===== src/rtl/onehot_seq_decoder_pkg.sv =====
`default_nettype none
// ============================================================================
// Module : onehot_dec_pkg
// Brief  : Shared state encoding, mode constants and one-hot helper for the
//          one-hot sequencing decoder.
// Rev    : 1.0  initial release
// ============================================================================
package onehot_dec_pkg;

    typedef enum logic [1:0] {
        ST_IDLE   = 2'd0,
        ST_DIRECT = 2'd1,
        ST_SCAN   = 2'd2
    } state_e;

    localparam logic MODE_DIRECT = 1'b0;
    localparam logic MODE_SCAN   = 1'b1;

    localparam int unsigned ONEHOT_MAX_W = 256;

    // Callers truncate the result to their own width; an index at or beyond
    // 'width' yields all-zero so out-of-range selects decode to no line.
    function automatic logic [ONEHOT_MAX_W-1:0] onehot(
        input int unsigned idx,
        input int unsigned width
    );
        logic [ONEHOT_MAX_W-1:0] v;
        v = '0;
        if ((idx < width) && (idx < ONEHOT_MAX_W)) begin
            v[idx[7:0]] = 1'b1;
        end
        return v;
    endfunction

endpackage
`default_nettype wire


===== src/rtl/onehot_seq_decoder_dwell_timer.sv =====
`default_nettype none
// ============================================================================
// Module : onehot_dwell_timer
// Brief  : Loadable down-counter with a latched reload value; o_terminal is
//          high while the count sits at zero.
// Rev    : 1.0  initial release
// ============================================================================
module onehot_dwell_timer #(
    parameter int DWELL_W = 8
) (
    input  logic               clk,
    input  logic               rst,
    input  logic               i_load,
    input  logic [DWELL_W-1:0] i_load_val,
    input  logic               i_run,
    output logic               o_terminal
);

    logic [DWELL_W-1:0] r_count;
    logic [DWELL_W-1:0] r_reload;

    always_ff @(posedge clk or posedge rst) begin
        if (rst) begin
            r_count  <= '0;
            r_reload <= '0;
        end else if (i_load) begin
            r_count  <= i_load_val;
            r_reload <= i_load_val;
        end else if (i_run) begin
            r_count <= (r_count == '0) ? r_reload : r_count - 1'b1;
        end
    end

    assign o_terminal = (r_count == '0);

endmodule
`default_nettype wire


===== src/rtl/onehot_seq_decoder.sv =====
`default_nettype none
// ============================================================================
// Module : onehot_seq_decoder
// Brief  : Registered binary-to-one-hot decoder with enable, range checking
//          and a timed scan mode (scan built only with ONEHOT_SCAN_EN).
// Rev    : 1.0  initial release
// ============================================================================
module onehot_seq_decoder
    import onehot_dec_pkg::*;
#(
    parameter int  OUT_N   = 8,
    parameter int  DWELL_W = 8,
    localparam int SEL_W   = $clog2(OUT_N)
) (
    input  logic               clk,
    input  logic               rst,
    input  logic               en,
    input  logic               mode,
    input  logic               load,
    input  logic [SEL_W-1:0]   sel,
    input  logic [DWELL_W-1:0] dwell,
    output logic [OUT_N-1:0]   out,
    output logic               busy,
    output logic               wrap,
    output logic               range_err
);

    localparam logic [1:0] c_S_IDLE   = ST_IDLE;
    localparam logic [1:0] c_S_DIRECT = ST_DIRECT;

    logic [1:0]       r_state;
    logic [1:0]       w_nxt_state;
    logic [OUT_N-1:0] r_out;
    logic [OUT_N-1:0] w_nxt_out;
    logic             r_busy;
    logic             w_nxt_busy;
    logic             r_wrap;
    logic             w_nxt_wrap;
    logic             r_range_err;
    logic             w_nxt_range_err;
    logic             w_sel_bad;

    assign w_sel_bad = (32'(sel) >= 32'(OUT_N));

`ifdef ONEHOT_SCAN_EN
    localparam logic [1:0] c_S_SCAN = ST_SCAN;

    logic [SEL_W-1:0] r_index;
    logic [SEL_W-1:0] w_nxt_index;
    logic [SEL_W-1:0] w_index_inc;
    logic             w_tmr_load;
    logic             w_tmr_run;
    logic             w_tmr_terminal;

    assign w_index_inc = (32'(r_index) == 32'(OUT_N - 1)) ? '0 : r_index + 1'b1;

    onehot_dwell_timer #(
        .DWELL_W (DWELL_W)
    ) u_dwell_timer (
        .clk        (clk),
        .rst        (rst),
        .i_load     (w_tmr_load),
        .i_load_val (dwell),
        .i_run      (w_tmr_run),
        .o_terminal (w_tmr_terminal)
    );
`else
    logic w_unused_scan;
    assign w_unused_scan = ^{mode, load, dwell, r_state};
`endif

    always_comb begin
        w_nxt_state     = c_S_IDLE;
        w_nxt_out       = '0;
        w_nxt_busy      = 1'b0;
        w_nxt_wrap      = 1'b0;
        w_nxt_range_err = 1'b0;
`ifdef ONEHOT_SCAN_EN
        w_nxt_index     = r_index;
        w_tmr_load      = 1'b0;
        w_tmr_run       = 1'b0;
`endif
        if (!en) begin
            w_nxt_state = c_S_IDLE;
        end
`ifdef ONEHOT_SCAN_EN
        else if (load && (mode == MODE_SCAN)) begin
            w_nxt_state     = c_S_SCAN;
            w_nxt_index     = w_sel_bad ? '0 : sel;
            w_tmr_load      = 1'b1;
            w_nxt_out       = OUT_N'(onehot(32'(w_nxt_index), OUT_N));
            w_nxt_busy      = 1'b1;
            w_nxt_range_err = w_sel_bad;
        end else if ((r_state == c_S_SCAN) && !load) begin
            // Any load here is a direct-mode load and falls through to DIRECT.
            w_nxt_state = c_S_SCAN;
            w_tmr_run   = 1'b1;
            if (w_tmr_terminal) begin
                w_nxt_index = w_index_inc;
                w_nxt_wrap  = (w_index_inc == '0);
            end
            w_nxt_out  = OUT_N'(onehot(32'(w_nxt_index), OUT_N));
            w_nxt_busy = 1'b1;
        end
`endif
        else begin
            w_nxt_state     = c_S_DIRECT;
            w_nxt_out       = OUT_N'(onehot(32'(sel), OUT_N));
            w_nxt_range_err = w_sel_bad;
        end
    end

    always_ff @(posedge clk or posedge rst) begin
        if (rst) begin
            r_state     <= c_S_IDLE;
            r_out       <= '0;
            r_busy      <= 1'b0;
            r_wrap      <= 1'b0;
            r_range_err <= 1'b0;
        end else begin
            r_state     <= w_nxt_state;
            r_out       <= w_nxt_out;
            r_busy      <= w_nxt_busy;
            r_wrap      <= w_nxt_wrap;
            r_range_err <= w_nxt_range_err;
        end
    end

`ifdef ONEHOT_SCAN_EN
    always_ff @(posedge clk or posedge rst) begin
        if (rst) begin
            r_index <= '0;
        end else begin
            r_index <= w_nxt_index;
        end
    end
`endif

    assign out       = r_out;
    assign busy      = r_busy;
    assign wrap      = r_wrap;
    assign range_err = r_range_err;

endmodule
`default_nettype wire


===== config.mk =====
export PLATFORM = sky130hd
export DESIGN_NAME = onehot_seq_decoder
export DESIGN_NICKNAME = d
export VERILOG_FILES = /design/src/rtl/onehot_seq_decoder_pkg.sv /design/src/rtl/onehot_seq_decoder_dwell_timer.sv /design/src/rtl/onehot_seq_decoder.sv
export SDC_FILE = /design/constraint.sdc
export NUM_CORES = 1
export LEC_CHECK = 0
export CORE_AREA = 3 3 40 42
export DETAILED_ROUTE_END_ITERATION = 6
export DIE_AREA = 0 0 43 45
export PLACE_DENSITY = 0.67
export SLEW_MARGIN = 20
export SYNTH_ARGS = -nofsm -noshare
export SYNTH_HDL_FRONTEND = slang
export SYNTH_HIERARCHICAL = 1
export SYNTH_SLANG_ARGS = --single-unit
export TNS_END_PERCENT = 30

===== constraint.sdc =====
create_clock -name clk -period 0.8 [get_ports clk]
set_input_delay 0.16 -clock clk [delete_from_list [all_inputs] [get_ports clk]]
set_output_delay 0.16 -clock clk [all_outputs]
set_load 0.01 [all_outputs]

Word-level counts from Yosys, hierarchy flattened
Index checks and enable logic that the tools add are counted.
- order comparisons: 2
- muxes and demuxes: 3
- reductions and logical operators: 1
- operators with widths (operator ; number):
    $lt 3x9->1 const B ; 1
    $mux 8 ; 1
    $demux 1 s3 ; 1
    $ge 3x1->1 const B ; 1
    $logic_and 1x1->1 ; 1
    $mux 1 ; 1
- register bits: 8

Logic depth before layout (Yosys ltp)
Gate-level depths: netlist of run 1.
- word-level depth: 5
- mapped depth: 1
- mapped depth without buffers: 1

Worst setup path after synthesis of run 1
Ideal clock, no wire load.
- path kind: flip-flop to output port
- from: register r_out[0] (netlist: out[0])
- to: output out[0]
- arrival time: 0.376 ns
- data required time: 0.640 ns
- slack: 0.264 ns
- cell stages (with the launch flop): 1
- cells stage by stage: dfrtp_1
- RTL lines (what ; RTL line ; text):
    start: declaration ; onehot_seq_decoder.sv:33 ; logic [OUT_N-1:0] r_out;
    start signal: assignment ; onehot_seq_decoder.sv:122 ; r_out <= w_nxt_out;
    end: declaration ; onehot_seq_decoder.sv:22 ; output logic [OUT_N-1:0] out,
No word-level cell between the ends.

Final worst setup path of run 1
- from: register r_out[1] (netlist: out[1])
- to: output out[1]
No word-level cell between the ends.

==> metrics.yaml, run 1 <==
clock_network:
  cts_tree: "yes"
  cts_buffers: 3
  clockBufferDepth: 2
  path_clk_slew_ns: 0.05
  htreeDepth: 1
  clkSinkCount: 8
  cts_root_buffer: "clkbuf_4"
logic_synthesis:
  synth_edf_count: 0
  ys_types: 8
  syn_inst: 21
  syn_area_sq_um: 326.6
  async_flop_share_pct: 100.0
  synth_top_cell_by_area: "dfrtp_1"
  ys_warn_count: 6
  yosys-top-cells-area: "dfrtp_1 (61%), and4bb_2 (11%), and4b_2 (10%)"
  synth.avg_cell_area_sq_um: 15.55
  ys_ff_latch: 8
  synth_commonest_cells: "dfrtp_1 (8), and4b_2 (3), and4bb_2 (3), buf_4 (3)"
  synth.top_cell.area_share_pct: 61.30
  yosysMostFrequentCell: "dfrtp_1"
  synth_ff_type: "dfrtp_1"
  seq_area_frac_synth_pct: 61.30
final_layout:
  num_antenna_cells: 0
  post-route-cell-area_sq_um: 447.9
  regArea_sq_um: 200.2
  drive_gt1_share_pct: 52.78
  area_delta_synth_final_pct: 37.16
  largest_reg_flops: 8
  layout.nets: 54
  num-fill-cells: 135
  multi_input_area_sq_um: 107.6
worst_setup_path:
  path_cells: "buf_2"
  worst-path-max-fanout: 1
  crit_family: "flip-flops"
  critPathLaunchType: "flip-flop"
  arrival_ns: 0.74
  path_buf_inv: 1
  critPathRequiredTime_ns: 0.64
  end_kind: "output port"
  crit_type: "reg -> out"
  critPathSlowestCell: "dfrtp_1"
  slowest_delay_ns: 0.36
floorplanning:
  fp.dieW_um: 43
  die_area_sq_mm: 0.001935
  start_util_pct: 25.41
  rows: 13
  die_h_um: 45
  core_sq_mm: 0.001285
  io_pins: 27
hold_path:
  hold_class: "in -> async"
run_status:
  failed_checks: "negative setup slack"
  outcome: "finished, violations left"
power:
  internal-power_uw: 623.7
  comb_power_share_pct: 10.2
  pwr-share-seq_pct: 52.9
  p_leak_nw: 0.2488
  clock_power_share_pct: 36.9
  p_sw_uw: 166.3
  vdd_ir_drop_max_v: 0.0005787
  power.density_mw_per_mm2: 1764
  finalPower_uw: 790.0
  p_sw_share_pct: 21.05
drt:
  drcViolationCount: 0
  drt_iter0_markers: 0
  ant_nets: 0
  drt_pass1_iterations: 1
  postRouteWirelength_um: 558
  vias: 205
  via_per_inst: 4.020
  wl_per_cell_um: 10.94
global_routing:
  grt_first_pass_wirelength_um: 979
  grt-ovfl-total: 0
  track_usage_pct: 7.233
  antenna_found_initial: 0
  grt_start_max_net_pins: 9
  grt_pass1_vias: 210
sta:
  period_share_pct: 112.7
  timing.setup.tns_ns: -0.7143
  finalMaxSlewViolations: 0
  hold_viol: 0
  fin_ws_ns: -0.1020
  rsz0062_at_grt: "true"
  fmax_mhz: 1109
  final-setup-viol-count: 8
  fin_crit_ns: 0.9020
placement:
  routabilityCongestion: 0.7210
  portBuffers: 13
  placed_area_sq_um: 460.4
run:
  max_cap_viol_count: 0
==> stage by stage <==
stage / hold WS, ns / setup slack, ns / instances / util, %
4_1_cts: 0.1648 / -0.1175 / 51 / 34.18
6_report: 0.1570 / -0.1020 / 51 / 34.86
3_3_place_gp: 0.4218 / -0.3109 / 48 / 35.83
5_1_grt: 0.1879 / -0.1331 / 51 / 34.86
2_1_floorplan: -0.02434 / 0.2644 / 23 / -
3_5_place_dp: 0.4262 / -0.3362 / 48 / 35.83
==> cell type report <==
class                      instances  area share (%)
clock buffer                       3           5.028
inverter                           1          0.8380
tap                               15           4.190
sequential                         8           44.69
multi-input combinational         11           24.02
timing repair buffer              13           21.23
==> per-layer routing <==
metal / routed length (um) / vias to the layer above / global-route usage (%)
met5: 0 / - / 0
met4: 9 / 0 / 7.229
met3: 72 / 2 / 3.187
met2: 218 / 15 / 8.383
met1: 256 / 85 / 9.429
li1: - / 103 / -
==> cells by family after synthesis <==
family / synth area share (%)
and+or+nand+nor: 29.50
other: 1.148
buffers and inverters: 8.044
DFF: 61.30
==> power groups by stage <==
stage,registers [mW],logic [mW],clock network (mW)
final,0.418,0.0804,0.292
after global routing,0.418,0.0903,0.322
after CTS,0.418,0.0809,0.303
after detailed placement,0.425,0.0964,0
after global placement,0.424,0.0939,0
after floorplan,0.431,0.0390,0
==> path summary, 6_finish.rpt <==
path                       depth (start not counted)     end  slack, ns    from
setup / recovery                                   1  out[1]      -0.10  out[1]
hold / removal                                     2  out[3]       0.16     rst
max in group asynchronous                          2  out[5]       0.42     rst
min in group clk                                   2  out[0]       0.31      en
==> cell usage in the layout (no fill, tap or decap) <==
master	n
dlygate4sd2_1	3
dfrtp_1	8
clkdlybuf4s50_1	1
and4bb_2	3
conb_1	3
dlymetal6s2s_1	1
and4_2	1
clkbuf_4	3
buf_6	1
nor4b_2	1
buf_2	7
inv_1	1
and4b_2	3
==> what timing repair did <==
action | 4_1_cts | 5_1_grt
setup endpoints to repair | 16 | 16
resized for setup | 35 | 2
pin swaps | 0 | 0
buffers inserted | 0 | 0
hold buffers | 0 | 0
No activity file was read; power rests on OpenSTA's default activity.
==> inputs of run 2 (changes only) <==
==> constraint.sdc (replaced) <==
create_clock -name clk -period 1 [get_ports clk]
set_input_delay 0.2 -clock clk [delete_from_list [all_inputs] [get_ports clk]]
set_output_delay 0.2 -clock clk [all_outputs]
set_load 0.01 [all_outputs]
==> run 2 against run 1 <==
  * The flow now finishes without violations
  * Global-route usage is 1.3 points higher
  * Clock power is 19% lower
  * Wire length is 8.6% higher
  * Combinational power is 12% lower
  * Worst hold slack better by 0.032 ns
  * Critical path type unchanged
  * Critical endpoint unchanged
==> metrics.yaml, run 2 (same netlist as run 1, synthesis figures left out) <==
run_status:
  outcome: "finished clean"  # was finished, violations left
floorplanning:
  rows: 13  # unchanged
  start_util_pct: 25.41  # unchanged
  die_h_um: 45  # unchanged
  die_area_sq_mm: 0.001935  # unchanged
  fp.dieW_um: 43  # unchanged
  core_sq_mm: 0.001285  # unchanged
  io_pins: 27  # unchanged
power:
  p_sw_uw: 138.1  # was 166.3 uW
  clock_power_share_pct: 37.0  # was 36.9%
  vdd_ir_drop_max_v: 0.0005817  # was 0.0005787 V
  p_sw_share_pct: 21.51  # was 21.05%
  p_leak_nw: 0.2357  # was 0.2488 nW
  internal-power_uw: 504.2  # was 623.7 uW
  comb_power_share_pct: 11.0  # was 10.2%
  pwr-share-seq_pct: 52.0  # was 52.9%
  power.density_mw_per_mm2: 1430  # was 1764 mW/mm^2
worst_setup_path:
  critPathRequiredTime_ns: 0.80  # was 0.64 ns
  worst-path-max-fanout: 1  # unchanged
  crit_type: "reg -> out"  # unchanged
  critPathLaunchType: "flip-flop"  # unchanged
  path_buf_inv: 1  # unchanged
  critPathSlowestCell: "dfrtp_1"  # unchanged
  path_cells: "buf_6"  # was buf_2
  slowest_delay_ns: 0.37  # was 0.36 ns
  crit_family: "flip-flops"  # unchanged
  arrival_ns: 0.75  # was 0.74 ns
  end_kind: "output port"  # unchanged
clock_network:
  cts_hold_buffers: 0  # unchanged
  cts_buffers: 3  # unchanged
  cts_tree: "yes"  # unchanged
  clkSinkCount: 8  # unchanged
  htreeDepth: 1  # unchanged
  path_clk_slew_ns: 0.05  # about the same
  cts_setup_buffers: 0  # unchanged
  clockBufferDepth: 2  # unchanged
  cts_root_buffer: "clkbuf_4"  # unchanged
global_routing:
  grt-ovfl-total: 0  # unchanged
  grt_pass1_vias: 208  # was 210
  antenna_found_initial: 0  # unchanged
  grt_first_pass_wirelength_um: 1021  # was 979 um
  grt_start_max_net_pins: 9  # unchanged
  track_usage_pct: 8.502  # was 7.233%
final_layout:
  final_cells: 51  # unchanged
  layout.nets: 54  # unchanged
  drive_gt1_share_pct: 52.78  # unchanged
  area_delta_synth_final_pct: 37.55  # was 37.16%
  final_common_cell: "dfrtp_1"  # unchanged
  largest_reg_flops: 8  # unchanged
  regArea_sq_um: 200.2  # unchanged
  num_antenna_cells: 0  # unchanged
  final_cell_mix: "dfrtp_1 (8), buf_2 (7), clkdlybuf4s50_1 (5)"  # was dfrtp_1 (8), buf_2 (7)
  utilization_pct: 34.96  # was 34.86%
  multi_input_area_sq_um: 107.6  # unchanged
  num-fill-cells: 126  # was 135
placement:
  placed_cells: 48  # unchanged
  routabilityCongestion: 0.6956  # was 0.7210
  portBuffers: 13  # unchanged
  pre_cts_ws_ns: -0.1888  # was -0.3362 ns
  dp_hpwl_um: 424
drt:
  wl_per_cell_um: 11.88  # was 10.94 um
  vias: 216  # was 205
  ant_nets: 0  # unchanged
  via_per_inst: 4.235  # was 4.020
  drt_iter0_markers: 1  # was 0
  postRouteWirelength_um: 606  # was 558 um
  drt_pass1_iterations: 3  # was 1
  drcViolationCount: 0  # unchanged
sta:
  final-setup-viol-count: 0  # was 8
  timing.setup.tns_ns: 0  # was -0.7143 ns
  hold_viol: 0  # unchanged
  finalMaxSlewViolations: 0  # unchanged
  fmax_mhz: 1057
  period_share_pct: 94.64
  fin_crit_ns: 0.9464
  whs_ns: 0.1886  # was 0.1570 ns
  rsz0062_at_grt: "true"  # unchanged
  fin_ws_ns: 0.05355  # was -0.1020 ns
run:
  max_cap_viol_count: 0  # unchanged
hold_path:
  hold_class: "in -> async"  # unchanged
[run 2: changes by cell type in the layout (fill, tap and decap cells not counted)]
cell             previous run  this run
clkdlybuf4s50_1             1         5
dlygate4sd2_1               3         0
dlymetal6s2s_1              1         0
[run 2: how the worst max path moves through the flow]
stage           start  slack (ns)  cells after the start  endpoint
3_5_place_dp   sel[2]       -0.19                      2    out[3]
2_1_floorplan  out[0]        0.42                      0    out[0]
4_1_cts        out[1]        0.03                      1    out[1]
5_1_grt        out[1]      -0.003                      1    out[1]
3_3_place_gp   sel[1]       -0.16                      2    out[1]
6_report       out[1]        0.05                      1    out[1]
[run 2: final cells by class]
class / count / share of cell area [%]
inverter: 1 / 0.8357
multi-input combinational: 11 / 23.96
clock buffer: 3 / 5.014
sequential: 8 / 44.57
timing repair buffer: 13 / 21.45
tap: 15 / 4.178
[run 2: stage by stage]
| step | total power [mW] | instance area [sq um] |
|---|---|---|
| after global routing | 0.7069 | 449.2 |
| after floorplan | 0.3757 | 334.1 |
| after CTS | 0.6597 | 442.9 |
| after detailed placement | 0.4174 | 460.4 |
| after global placement | 0.4152 | 460.4 |
| final | 0.6423 | 449.2 |
[run 2: metal layers]
metal / wire, um / share of wire, % / up-vias / GRT usage, %
met3: 104 / 17 / 2 / 8.367
li1: - / - / 102 / -
met4: 8 / 1.3 / 0 / 9.036
met5: 0 / 0 / - / 0
met2: 241 / 40 / 17 / 8.982
met1: 251 / 41 / 95 / 8.706
[run 2: repair_timing]
action | in CTS | in global routing
gates resized for setup | 32 | 1
cloned | 0 | 0
hold endpoints to repair | 0 | 0
pin swaps | 0 | 0
setup endpoints to repair | 8 | 1
[run 2: power by group through the flow]
| stage | logic (mW) | clock network, mW | registers, mW |
|---|---|---|---|
| 6_report | 0.0707 | 0.237 | 0.334 |
| 5_1_grt | 0.0776 | 0.295 | 0.334 |
| 4_1_cts | 0.0698 | 0.256 | 0.334 |
| 3_5_place_dp | 0.0776 | 0 | 0.340 |
| 3_3_place_gp | 0.0756 | 0 | 0.340 |
| 2_1_floorplan | 0.0312 | 0 | 0.344 |
==> inputs of run 3 (changes only) <==
--- a/config.mk
+++ b/config.mk
@@ -5,6 +5,7 @@
 export SDC_FILE = /design/constraint.sdc
 export NUM_CORES = 1
 export LEC_CHECK = 0
+export ABC_CLOCK_PERIOD_IN_PS = 1000
 export CORE_AREA = 3 3 40 42
 export DETAILED_ROUTE_END_ITERATION = 6
 export DIE_AREA = 0 0 43 45
==> results of run 3 <==
Same layout as run 2: the final DEF is identical, and so are final timing and power.
